--- src/rtl/mult_booth_seq.sv ---
// Sequential 32x32 signed multiplier using radix-4 modified Booth recoding.
// It runs 16 iterations, one per clock, and presents a start/ready handshake.
// The accumulator is 34 bits wide so that the +/-2M term for -2^31 fits.
module mult_booth_seq (
  input  logic        clock,
  input  logic        reset,
  input  logic        ctrl_MULT,
  input  logic [31:0] data_operandA,
  input  logic [31:0] data_operandB,
  output logic [31:0] data_result,
  output logic        data_exception,
  output logic        data_resultRDY,
  output logic        busy
);

  typedef enum logic [1:0] {S_IDLE, S_RUN, S_DONE} state_t;

  state_t      r_state;
  logic [33:0] r_a;
  logic [33:0] r_m;
  logic [31:0] r_q;
  logic        r_qm1;
  logic [3:0]  r_cnt;
  logic [31:0] r_result;
  logic        r_exc;
  logic        r_rdy;
  logic        r_busy;

  logic [33:0] w_addend;
  logic        w_cin;
  logic [33:0] w_a_sum;
  logic [33:0] w_a_sh;
  logic [31:0] w_q_sh;
  logic [32:0] w_hi;
  logic        w_ovf;
  logic        w_accept;

  // Booth recoder: the negative terms are the inverted value plus a carry-in
  always_comb begin
    w_addend = 34'd0;
    w_cin    = 1'b0;
    case ({r_q[1:0], r_qm1})
      3'b001, 3'b010: w_addend = r_m;
      3'b011:         w_addend = {r_m[32:0], 1'b0};
      3'b100: begin
        w_addend = ~{r_m[32:0], 1'b0};
        w_cin    = 1'b1;
      end
      3'b101, 3'b110: begin
        w_addend = ~r_m;
        w_cin    = 1'b1;
      end
      default: begin
        w_addend = 34'd0;
        w_cin    = 1'b0;
      end
    endcase
  end

  // Accumulate, then arithmetic-shift {A', Q, q_-1} right by two
  always_comb begin
    w_a_sum = r_a + w_addend + {33'd0, w_cin};
    w_a_sh  = {{2{w_a_sum[33]}}, w_a_sum[33:2]};
    w_q_sh  = {w_a_sum[1:0], r_q[31:2]};
    // Product bits [63:31] of the final iteration; they must all agree for no overflow
    w_hi    = {w_a_sh[31:0], w_q_sh[31]};
    w_ovf   = !((&w_hi) || (~|w_hi));
  end

  assign w_accept = ctrl_MULT && (r_state != S_RUN);

  // Control FSM and datapath; the result registers change only when entering DONE
  always_ff @(posedge clock or posedge reset) begin
    if (reset) begin
      r_state  <= S_IDLE;
      r_a      <= 34'd0;
      r_m      <= 34'd0;
      r_q      <= 32'd0;
      r_qm1    <= 1'b0;
      r_cnt    <= 4'd0;
      r_result <= 32'd0;
      r_exc    <= 1'b0;
      r_rdy    <= 1'b0;
      r_busy   <= 1'b0;
    end else begin
      r_rdy <= 1'b0;
      case (r_state)
        S_RUN: begin
          r_a   <= w_a_sh;
          r_q   <= w_q_sh;
          r_qm1 <= r_q[1];
          r_cnt <= r_cnt + 4'd1;
          if (r_cnt == 4'd15) begin
            r_state  <= S_DONE;
            r_result <= w_q_sh;
            r_exc    <= w_ovf;
            r_rdy    <= 1'b1;
          end
        end
        default: begin
          if (w_accept) begin
            r_state <= S_RUN;
            r_m     <= {{2{data_operandA[31]}}, data_operandA};
            r_q     <= data_operandB;
            r_qm1   <= 1'b0;
            r_a     <= 34'd0;
            r_cnt   <= 4'd0;
            r_busy  <= 1'b1;
          end else begin
            r_state <= S_IDLE;
            r_busy  <= 1'b0;
          end
        end
      endcase
    end
  end

  assign data_result    = r_result;
  assign data_exception = r_exc;
  assign data_resultRDY = r_rdy;
  assign busy           = r_busy;

endmodule

--- config.mk ---
export PLATFORM = sky130hd
export DESIGN_NAME = mult_booth_seq
export DESIGN_NICKNAME = d
export VERILOG_FILES = /design/src/rtl/mult_booth_seq.sv
export SDC_FILE = /design/constraint.sdc
export NUM_CORES = 1
export LEC_CHECK = 0
export CORE_AREA = 2 2 152 154
export CTS_CLUSTER_DIAMETER = 40
export DETAILED_ROUTE_END_ITERATION = 16
export DIE_AREA = 0 0 154 156
export GPL_ROUTABILITY_DRIVEN = 0
export PLACE_DENSITY = 0.67
export SETUP_SLACK_MARGIN = 0.02
export SLEW_MARGIN = 20
export SYNTH_ARGS = -nofsm -noshare
export SYNTH_HDL_FRONTEND = slang
export SYNTH_SLANG_ARGS = --single-unit
--- constraint.sdc ---
create_clock -name clock -period 14.45 [get_ports clock]
set_clock_uncertainty 0.2 [all_clocks]
set_input_delay 2.1675 -clock clock [delete_from_list [all_inputs] [get_ports clock]]
set_output_delay 2.1675 -clock clock [all_outputs]
set_load 0.01 [all_outputs]
==> results of run 1 <==
[metrics by stage]
step	utilization [%]	instance area (µm²)	hold slack, ns	setup WS [ns]
final	47.3	10600	0.294	8.95
after global routing	47.3	10600	0.329	8.70
after CTS	47.3	10600	0.302	9.02
after detailed placement	44.7	10000	0.286	9.05
after global placement	44.7	10000	0.277	9.17
after floorplan	-	8840	0.265	8.39
[per-layer routing]
metal  global-route usage (%)  vias up  wire length (µm)
li1                         -     3530                 -
met1                     25.1     3706             10200
met2                     31.4      219             10900
met3                     5.86       26              1630
met4                     5.03        0               306
met5                        0        -                 0
[cells by family after synthesis]
group	Yosys count	synth area share [%]
mux	99	12.1
buf+inv	75	3.84
compound gates	233	18.3
flops	138	39.1
xor+xnor	47	4.66
simple gates	289	16.9
fa+ha+maj	35	5.13
[worst max-delay path by stage]
stage / slack, ns / endpoint / startpoint
6_report: 8.95 / data_exception$_DFFE_PP0P_ / r_q[1]$_DFFE_PP0P_
3_3_place_gp: 9.17 / data_exception$_DFFE_PP0P_ / r_q[1]$_DFFE_PP0P_
2_1_floorplan: 8.39 / busy$_DFFE_PP0N_ / reset
5_1_grt: 8.70 / data_exception$_DFFE_PP0P_ / r_q[1]$_DFFE_PP0P_
3_5_place_dp: 9.05 / data_exception$_DFFE_PP0P_ / r_q[1]$_DFFE_PP0P_
4_1_cts: 9.02 / data_exception$_DFFE_PP0P_ / r_q[1]$_DFFE_PP0P_
[cell usage after synthesis (all sizes together) (32+ instances only)]
cell,count
mux2i,35
o21ai,83
mux2,64
clkbuf,47
a21oi,34
a221o,32
nand3b,34
xor2,41
ha,33
dfrtp,138
nor2,65
nand2,84
[critical path: stages, from the launching register on]
cell and delay, ns:
dfrtp_2 1.04, nor2_2 0.31, buf_4 0.31, a221o_1 0.35, ha_1 0.31, a211oi_1 0.36, nor3_1 0.12, o41ai_1 0.73
o31ai_2 0.29, xnor2_1 0.25, nor4b_1 0.36, nand3_1 0.12, nor4_1 0.34, nand4b_1 0.15, o211a_1 0.15
[sequential cells by signal, indices dropped and copies added (netlist names)]
| register | cells |
|---|---|
| data_result | 32 |
| r_qm1 | 1 |
| data_resultRDY | 1 |
| r_cnt | 4 |
| r_q | 32 |
| r_a | 32 |
| data_exception | 1 |
| busy | 1 |
| r_state | 2 |
| r_m | 32 |
[cell type report]
cell class	count	area, µm²
Multi-Input combinational cell	703	5070
Tap cell	285	357
Clock inverter	15	156
Inverter	13	53.8
Sequential cell	138	3450
Fill cell	2055	11800
Timing Repair Buffer	110	1070
Clock buffer	17	425
==> results.toml, run 1 <==
[timing]
max_freq_mhz = 182
setup_viol = 0
fin_crit_ns = 5.50
worst_slew_pin_slew_ns = 1.01
final_hold_viol_count = 0
rsz0062_at_grt = "no"
drv_slew = 0
fin_crit_sh_pct = 38.1
slew_headroom_pct = 32.5
setup_tns_ns = 0

[place]
numPortBuffers = 101
hpwl_mm = 16.4
dp_cells = 1249

[cts]
clock_sinks = 138
cts_tree = "done"
cts_made_buffers = 17
worstSkewPairLatency_ns = 0.42
clkTransAtPathRegs_ns = 0.06
cts.path.max_buffers = 2
post_cts_buffers = 0
ctsResizeCount = 0
htree_levels = 4
clock-root-buffer = "clkbuf_16"
hold_buffers = 0

[die]
coreArea_um2 = 22400
fp-row-count = 55
start_util_pct = 39.5
io_pins = 102
die_area_um2 = 24000
die_w_um = 154
fp.dieH_um = 156

[logic_synthesis]
avgSynthCellArea_um2 = 9.65
syn-num-nets = 1018
synth_flop_cell = "dfrtp_1"
async_reset_ff_share_pct = 100
synth_edf_count = 0
synth_area_um2 = 8840
synth_top_area_share_pct = 39.1
synth.distinct_cells = 78
synth_seq_cells = 138
yosysWarnings = 0
ys_seq_area_share_pct = 39.1
synth.largest_area_cell = "dfrtp_1"
synth_area_leaders = "dfrtp_1, mux2_2, o21ai_0"
synthCells = 916

[status]
status = "finished clean"

[cells_and_area]
finalNonFillerCells = 1281
nets = 1085
final_common_cell = "dfrtp_1"
mostFrequentLayoutCells = "dfrtp_1, clkdlybuf4s50_1, nand2_1"
antenna-diode-count = 0
drive_gt1_share_pct = 13.4
syn_to_final_growth_pct = 19.8

[min_path]
hold_path_class = "flop to flop"
worstHoldStart = "busy$_DFFE_PP0N_"
whs_path_depth = 2
holdPathEnd = "busy$_DFFE_PP0N_"

[run]
drv_cap = 0

[setup_path]
cp.arrival_ns = 5.61
path_max_fanout = 41
reg2reg_to = "data_exception$_DFFE_PP0P_"
r2r_setup_slack_ns = 8.95
end_kind = "flop"
worstSetupPathType = "flop to flop"
reg2reg_from = "r_q[1]$_DFFE_PP0P_"
ff2ff_path_depth = 14
critPathLaunchType = "flop"
required_ns = 14.56

[global_route]
grt_max_degree = 82
gr-total-overflow = 0
grt_pass1_vias = 7111
grtUsageTotal_pct = 19.3
grt_pass1_wl_mm = 37.3
antenna_found_initial = 0

[detailed_routing]
num_vias = 7481
ant_nets = 0
routed_via_density = 5.84
detail_route.wirelength_mm = 23.0
drcViolationCount = 0
firstDrtPassIters = 5
avgRoutedWirePerCell_um = 18.0
drt_iter0_drc = 571
Power of run 1 is not shown: default switching activity piles up to over one toggle a cycle in this logic, so the estimate is an artifact.
==> run 2: changes to the inputs <==
==> constraint.sdc (replaced) <==
create_clock -name clock -period 5.6 [get_ports clock]
set_clock_uncertainty 0.2 [all_clocks]
set_input_delay 0.84 -clock clock [delete_from_list [all_inputs] [get_ports clock]]
set_output_delay 0.84 -clock clock [all_outputs]
set_load 0.01 [all_outputs]
==> run 2 against run 1 <==
Setup slack worse by 8.4 ns. Flip-flop and latch count unchanged. Sequential share of layout area down 0.069 points. Worst hold slack better by 0.012 ns. Fmax up 8.8%. First-iteration DRC count down 24%. Die area unchanged. Cell area up 0.21%. Critical path depth up 1. Count of clock-buffer cells in the layout unchanged.
==> results.toml, run 2 (synthesis results as in run 1) <==
[setup_path]
ff2ff_path_depth = 15
reg2reg_to = "data_exception$_DFFE_PP0P_"
cp.arrival_ns = 5.17
path_max_fanout = 23
startpoint = "r_q[1]$_DFFE_PP0P_"
endpoint = "data_exception$_DFFE_PP0P_"
end_kind = "flop"
critPathLaunchType = "flop"
worstSetupPathType = "flop to flop"
r2r_setup_slack_ns = 0.54
required_ns = 5.71
reg2reg_from = "r_q[1]$_DFFE_PP0P_"

[global_route]
gr-total-overflow = 0
antenna_found_initial = 0
grtUsageTotal_pct = 19.8
grt_max_degree = 111
grt_pass1_vias = 7265
grt_pass1_wl_mm = 38.4

[cts]
cts.path.max_buffers = 2
clkTransAtPathRegs_ns = 0.06
clock-root-buffer = "clkbuf_16"
htree_levels = 4
hold_buffers = 0
worstSkewPairLatency_ns = 0.42
ctsResizeCount = 0
cts_made_buffers = 17
clock_sinks = 138
cts_tree = "done"
post_cts_buffers = 0

[cells_and_area]
nFillCells = 2077
syn_to_final_growth_pct = 20.0
nets = 1087
final_common_cell = "dfrtp_1"
final_core_util_pct = 47.4
design_area_um2 = 10600
mostFrequentLayoutCells = "dfrtp_1, clkdlybuf4s50_1, nand2_1"
drive_gt1_share_pct = 13.5
antenna-diode-count = 0

[detailed_routing]
firstDrtPassIters = 5
detail_route.wirelength_mm = 23.5
ant_nets = 0
drcViolationCount = 0
num_vias = 7431
avgRoutedWirePerCell_um = 18.3
routed_via_density = 5.79
drt_iter0_drc = 432

[die]
start_util_pct = 39.5
die_w_um = 154
fp.dieH_um = 156
io_pins = 102
fp-row-count = 55
die_area_um2 = 24000
coreArea_um2 = 22400

[timing]
worst_slew_pin_slew_ns = 0.916
setup_tns_ns = 0
fin_crit_ns = 5.06
whs_ns = 0.305
final_hold_viol_count = 0
slew_headroom_pct = 38.9
fin_crit_sh_pct = 90.3
max_freq_mhz = 198
drv_slew = 0
setup_viol = 0
rsz0062_at_grt = "no"

[place]
placed_area_um2 = 10000
numPortBuffers = 101
hpwl_mm = 16.4

[status]
status = "finished clean"

[run]
drv_cap = 0

[min_path]
hold_path_class = "flop to flop"
-- run 2: cell count changes in the layout (fill, tap and decap cells not counted) --
cell       change
buf_4          +2
clkinv_8       -2
bufinv_16      +1
clkinv_2       +1
clkinv_4       +1
inv_6          -1
nand2b_2       -1
nand2b_4       +1
-- run 2: metrics by stage --
stage          worst slack (ns)  instances
6_report                  0.541       1283
5_1_grt                   0.284       1283
4_1_cts                   0.617       1283
3_5_place_dp              0.649       1251
3_3_place_gp              0.662       1251
2_1_floorplan             0.864        916
-- run 2: final cells by class --
type / count / area (µm²) / area share (%)
clock buffers: 17 / 425 / 4.01
clock inverters: 15 / 156 / 1.47
inverters: 13 / 56.3 / 0.531
multi-input cells: 703 / 5070 / 47.8
flip-flops and latches: 138 / 3450 / 32.6
well taps: 285 / 357 / 3.36
repair buffers: 112 / 1090 / 10.3
-- run 2: worst min-delay path by stage --
stage	start	to	cells after the start
floorplan	r_q[2]$_DFFE_PP0P_	r_q[0]$_DFFE_PP0P_	2
global placement	r_q[4]$_DFFE_PP0P_	r_q[2]$_DFFE_PP0P_	2
detailed placement	r_q[4]$_DFFE_PP0P_	r_q[2]$_DFFE_PP0P_	2
CTS	r_q[4]$_DFFE_PP0P_	r_q[2]$_DFFE_PP0P_	2
global route	busy$_DFFE_PP0N_	busy$_DFFE_PP0N_	2
finish	busy$_DFFE_PP0N_	busy$_DFFE_PP0N_	2
-- run 2: per-layer routing --
metal / up-vias / global-route usage, % / routed length (µm)
li1: 3533 / - / -
met1: 3635 / 25.7 / 10600
met2: 226 / 32.1 / 10900
met3: 37 / 5.75 / 1490
met4: 0 / 6.01 / 510
met5: - / 0 / 0
-- run 2: worst max-delay path, cell delays in order, from the launching register on --
cell      delay (ns)
dfrtp_2         0.71
a21oi_1         0.14
o22ai_1         0.16
a31oi_1         0.08
fa_1            0.49
fa_1            0.45
a21o_1          0.24
a221oi_1        0.43
o32ai_1         0.24
nor4_1          0.42
or4b_1          0.47
nor4_1          0.21
nand4b_1        0.16
nor4_1          0.28
nand4b_1        0.13
o211a_1         0.14
Power of run 2 is left out for the same reason.
